===== src/rtl/tinyalu_dispatch.sv =====
// TinyALU command dispatcher: runs add/and/xor in one cycle, hands multiply to
// the external three-stage multiplier, and returns one 16-bit result per
// start/done handshake with an error flag for reserved opcodes and timeouts.
module tinyalu_dispatch #(
  parameter int unsigned MULT_TIMEOUT = 15
) (
  input  logic        clk,
  input  logic        reset_n,
  input  logic        start,
  input  logic [2:0]  op,
  input  logic [7:0]  A,
  input  logic [7:0]  B,
  output logic        done,
  output logic [15:0] result,
  output logic        err,
  output logic        busy,
  output logic [7:0]  mult_A,
  output logic [7:0]  mult_B,
  output logic        start_mult,
  input  logic        done_mult,
  input  logic [15:0] result_mult
);

  typedef enum logic [1:0] {StIdle, StMul, StWaitLow} state_e;

  localparam logic [2:0] OpNop = 3'b000;
  localparam logic [2:0] OpAdd = 3'b001;
  localparam logic [2:0] OpAnd = 3'b010;
  localparam logic [2:0] OpXor = 3'b011;
  localparam logic [2:0] OpMul = 3'b100;

  // Counter value at which the multiply is abandoned: seen at edge E(MULT_TIMEOUT).
  localparam logic [7:0] CntLast = 8'(MULT_TIMEOUT - 1);

  state_e      state_q, state_d;
  logic [7:0]  cnt_q, cnt_d;
  logic [15:0] result_q, result_d;
  logic        done_q, done_d;
  logic        err_q, err_d;
  logic        busy_q, busy_d;
  logic        start_mult_q, start_mult_d;
  logic [7:0]  mult_a_q, mult_a_d;
  logic [7:0]  mult_b_q, mult_b_d;

  // Next-state and registered-output logic.
  always_comb begin
    state_d      = state_q;
    cnt_d        = cnt_q;
    result_d     = result_q;
    done_d       = 1'b0;
    err_d        = 1'b0;
    start_mult_d = start_mult_q;
    mult_a_d     = mult_a_q;
    mult_b_d     = mult_b_q;

    unique case (state_q)
      StIdle: begin
        if (start) begin
          if (op == OpMul) begin
            mult_a_d     = A;
            mult_b_d     = B;
            start_mult_d = 1'b1;
            cnt_d        = 8'h00;
            state_d      = StMul;
          end else begin
            done_d  = 1'b1;
            state_d = StWaitLow;
            case (op)
              OpAdd:   result_d = {7'b0, {1'b0, A} + {1'b0, B}};
              OpAnd:   result_d = {8'b0, A & B};
              OpXor:   result_d = {8'b0, A ^ B};
              OpNop:   result_d = 16'h0000;
              default: begin
                result_d = 16'h0000;
                err_d    = 1'b1;
              end
            endcase
          end
        end
      end
      StMul: begin
        if (done_mult) begin
          result_d     = result_mult;
          done_d       = 1'b1;
          start_mult_d = 1'b0;
          state_d      = StWaitLow;
        end else if (cnt_q == CntLast) begin
          result_d     = 16'h0000;
          done_d       = 1'b1;
          err_d        = 1'b1;
          start_mult_d = 1'b0;
          state_d      = StWaitLow;
        end else begin
          cnt_d = cnt_q + 8'h01;
        end
      end
      StWaitLow: begin
        // A held start must not re-trigger; wait for the requester to let go.
        if (!start) state_d = StIdle;
      end
      default: state_d = StIdle;
    endcase

    busy_d = (state_d != StIdle);
  end

  // State and output registers.
  always_ff @(posedge clk or negedge reset_n) begin
    if (!reset_n) begin
      state_q      <= StIdle;
      cnt_q        <= 8'h00;
      result_q     <= 16'h0000;
      done_q       <= 1'b0;
      err_q        <= 1'b0;
      busy_q       <= 1'b0;
      start_mult_q <= 1'b0;
      mult_a_q     <= 8'h00;
      mult_b_q     <= 8'h00;
    end else begin
      state_q      <= state_d;
      cnt_q        <= cnt_d;
      result_q     <= result_d;
      done_q       <= done_d;
      err_q        <= err_d;
      busy_q       <= busy_d;
      start_mult_q <= start_mult_d;
      mult_a_q     <= mult_a_d;
      mult_b_q     <= mult_b_d;
    end
  end

  assign done       = done_q;
  assign result     = result_q;
  assign err        = err_q;
  assign busy       = busy_q;
  assign start_mult = start_mult_q;
  assign mult_A     = mult_a_q;
  assign mult_B     = mult_b_q;

endmodule


===== config.mk =====
export PLATFORM = sky130hd
export DESIGN_NAME = tinyalu_dispatch
export DESIGN_NICKNAME = d
export VERILOG_FILES = /design/src/rtl/tinyalu_dispatch.sv
export SDC_FILE = /design/constraint.sdc
export NUM_CORES = 1
export LEC_CHECK = 0
export CAP_MARGIN = 20
export CORE_MARGIN = 3
export CORE_UTILIZATION = 42
export CTS_BUF_LIST = sky130_fd_sc_hd__clkbuf_8
export CTS_CLUSTER_SIZE = 30
export DETAILED_ROUTE_END_ITERATION = 7
export HOLD_SLACK_MARGIN = 0.15
export MAX_ROUTING_LAYER = met4
export PLACE_DENSITY = 0.76
export SYNTH_ARGS = -nofsm -noshare
export SYNTH_HDL_FRONTEND = slang
export SYNTH_SLANG_ARGS = --single-unit

===== constraint.sdc =====
create_clock -name clk -period 1.7 [get_ports clk]
set_input_delay 0.17 -clock clk [delete_from_list [all_inputs] [get_ports clk]]
set_output_delay 0.17 -clock clk [all_outputs]
set_load 0.02 [all_outputs]

==> impl_metrics.csv <==
group,metric,value,unit
synthesis,synth_top_area_frac,0.463,
floorplan,row_count,27,
power,power_switching,1.31,mW
hold_path,hold_start,"B[0]",
sta,slew_viol_final,0,
placement,dpl.hpwl,5170,µm
floorplan,fp.dieW,82.9,µm
power,p_seq_frac,0.391,
sta,fmax,575,MHz
sta,setup_violations,5,
route,drc_errors,0,
cells_and_area,drive_above_1_share,0.251,
sta,post-route-period-util,1.02,
sta,worst_pin_slew,491,ps
synthesis,synth_edf_count,0,
sta,skew,4.05,ps
route,vias,2388,
clock_tree,h-tree-depth,2,
grt,overflow,0,
power,pwr-share-comb,0.426,
clock_tree,numCtsBuffers,5,
grt,grt_pass1_vias,2387,
worst_setup_path,reg2regPathDepth,8,
job,maxCapViolCount,0,
sta,period_minus_slack,1740,ps
clock_tree,cts_sinks,46,
placement,place_ws,-710,ps
power,powerDensity,970,mW/mm²
worst_setup_path,crit_arrival,1930,ps
clock_tree,cts_buffer_depth,2,
route,drt_first_pass_iters,4,
floorplan,initial_core_util,0.443,
route,drtAntennaViolNets,0,
synthesis,synth.avg_cell_area,9.53,µm²
worst_setup_path,critPathLaunchType,"flop",
cells_and_area,syn_to_final_growth,58.3,%
worst_setup_path,crit_slowest_cell,"dfrtp_1",
power,clockPowerShare,0.183,
power,power.internal,2.50,mW
run_status,status,"finished, violations left",
worst_setup_path,end_kind,"flop",
hold_path,holdPathEnd,"mult_B[0]",
worst_setup_path,rrSetupSlack,-40,ps
synthesis,synthTopCellsByCount,"56 x nand2_1, 46 x dfrtp_1, 18 x nor2_1",
hold_path,hold_path_depth,3,
sta,finalHoldViolCount,0,
worst_setup_path,cpPeakStageDelay,360,ps
cells_and_area,nNetsFinal,435,
synthesis,synthTopCellsByArea,"dfrtp_1 46%, nand2_1 8.5%, ha_1 5.0%",
route,routed_via_density,5.21,
synthesis,synthFlopType,"dfrtp_1",
placement,port_buffers,74,
placement,gp_congestion,0.874,
floorplan,die_h,82.9,µm
synthesis,synthMostInstantiatedCell,"nand2_1",
route,wire_per_inst,15.1,µm
worst_setup_path,required,1900,ps
worst_setup_path,path_class,"flop to flop",
power,leakage,1.84,nW
worst_setup_path,path_max_fanout,4,
synthesis,ys_seq_area_frac,0.463,
sta,max_slew_margin,0.672,
clock_tree,cts_tree,"done",
route,wirelength,6910,µm
synthesis,async_flop_share,1.00,
grt,grt_usage,0.209,
hold_path,holdCritPathClass,"input pin to flop",
power,ir_worst_vdd,0.718,mV
sta,fin_ws,-37.7,ps
grt,grt_pass1_wl,11700,µm
grt,grt_max_degree,28,
cells_and_area,stdcell_area,0.00394,mm²
clock_tree,clk_pin_slew,90,ps
route,dr.first_iter.drc_count,156,
grt,antenna_found_initial,0,
floorplan,core-area,0.00561,mm²
synthesis,ys_warn_count,0,
run_status,failed_checks,"setup timing",
synthesis,syn-instance-count,261,
worst_setup_path,worstPathCellList,"inv_1 -> ha_2 -> and4b_1 -> a21o_1 -> a21boi_4 -> clkinv_4 -> buf_6 -> o22a_1",
power,sw_frac_of_total,0.344,
sta,grt_setup_unrepaired,"true",
clock_tree,cts_root_buf,"clkbuf_8",
worst_setup_path,timing.rr.end,"result[8]",
synthesis,synth_top_cell_by_area,"dfrtp_1",
worst_setup_path,timing.rr.start,"cnt_q[0]",
synthesis,ys_types,54,
placement,place_area,0.00363,mm²
clock_tree,clock_latency,300,ps
synthesis,synth-seq-cells,46,
cells_and_area,diodes,0,
synthesis,syn_nets,311,
cells_and_area,post-route-util,0.702,
synthesis,netlist_area,0.00249,mm²
floorplan,io_pins,75,
floorplan,die_area,0.00688,mm²
[layer usage]
layer | track usage | up-vias | routed length (µm)
met5 | - | - | 0
met3 | 0.0397 | 9 | 304
met1 | 0.271 | 1142 | 3190
met2 | 0.341 | 72 | 3330
met4 | 0.0461 | 0 | 86
li1 | - | 1165 | -
[cell families (layout without fill, tap and decap cells)]
kind of cell / after synthesis / count (layout) / share of synthesized area
flops: 46 / 46 / 0.463
xor+xnor: 8 / 8 / 0.0282
compound gates: 56 / 56 / 0.173
mux: 5 / 5 / 0.0206
simple gates: 113 / 113 / 0.214
fa+ha+maj: 11 / 11 / 0.0584
buf+inv: 22 / 147 / 0.0423
[placed cells by master, fill, tap and decap left out, types with 4 or more instances in the layout]
cell type / count
ha_1: 6
clkdlybuf4s50_1: 66
nand4_1: 4
clkbuf_8: 6
mux2i_1: 4
a21oi_1: 6
buf_6: 6
dfrtp_1: 46
nand3_1: 4
xor2_1: 8
a22o_1: 10
o21ai_0: 10
nor2_1: 16
buf_4: 45
nand2b_1: 4
nand2_1: 56
inv_1: 8
dlygate4sd2_1: 7
[sequential cells by signal, indices dropped and copies added (netlist names)]
name        count
err             1
busy            1
start_mult      1
done            1
result         16
mult_B          8
cnt_q           8
state_q         2
mult_A          8
[worst max-delay path, delay by kind of cell, from the launching register on]
family          cells  cell delay [ps]
flops               1              360
compound gates      3              650
simple gates        1              190
buf+inv             3              270
fa+ha+maj           1              160
[layout make-up]
cell class,count,area (µm²)
fill,453,1670
multi-input combinational,193,1370
timing repair buffer,128,1180
sequential,46,1150
tap,72,90.1
clock buffer,6,82.6
inverter,11,46.3
clock inverter,2,12.5
[repair_timing]
action | 4_1_cts | 5_1_grt
pin swaps | 14 | 2
hold endpoints to repair | 19 | 0
buffers inserted | 5 | 1
hold buffers | 1 | 0
endpoints found under the setup margin | 10 | 22
resized for setup | 36 | 10
[stage by stage]
stage | TNS (ps) | hold WS [ps] | power, mW | cells
3_3_place_gp | -7240 | 152 | 2.99 | 443
5_1_grt | -917 | 238 | 4.04 | 458
4_1_cts | -236 | 237 | 3.83 | 457
6_report | -112 | 235 | 3.82 | 458
2_1_floorplan | -2.84 | -126 | 2.21 | 261
3_5_place_dp | -8310 | 161 | 3.02 | 443
[power by group through the flow]
stage	combinational (mW)	clock [mW]	sequential, mW
6_report	1.63	0.700	1.49
5_1_grt	1.74	0.776	1.52
4_1_cts	1.62	0.724	1.48
3_5_place_dp	1.53	0	1.50
3_3_place_gp	1.49	0	1.49
2_1_floorplan	0.440	0	1.77
[worst max-delay path by stage]
stage | start | to | slack, ps | depth (start not counted)
detailed placement | B[0] | result[8] | -710 | 9
global placement | A[0] | result[8] | -640 | 9
global route | cnt_q[0] | result[6] | -140 | 8
floorplan | A[0] | result[8] | -3 | 8
CTS | cnt_q[0] | result[8] | -50 | 8
finish | cnt_q[0] | result[8] | -40 | 8
Power figures use the tool's default switching activity.
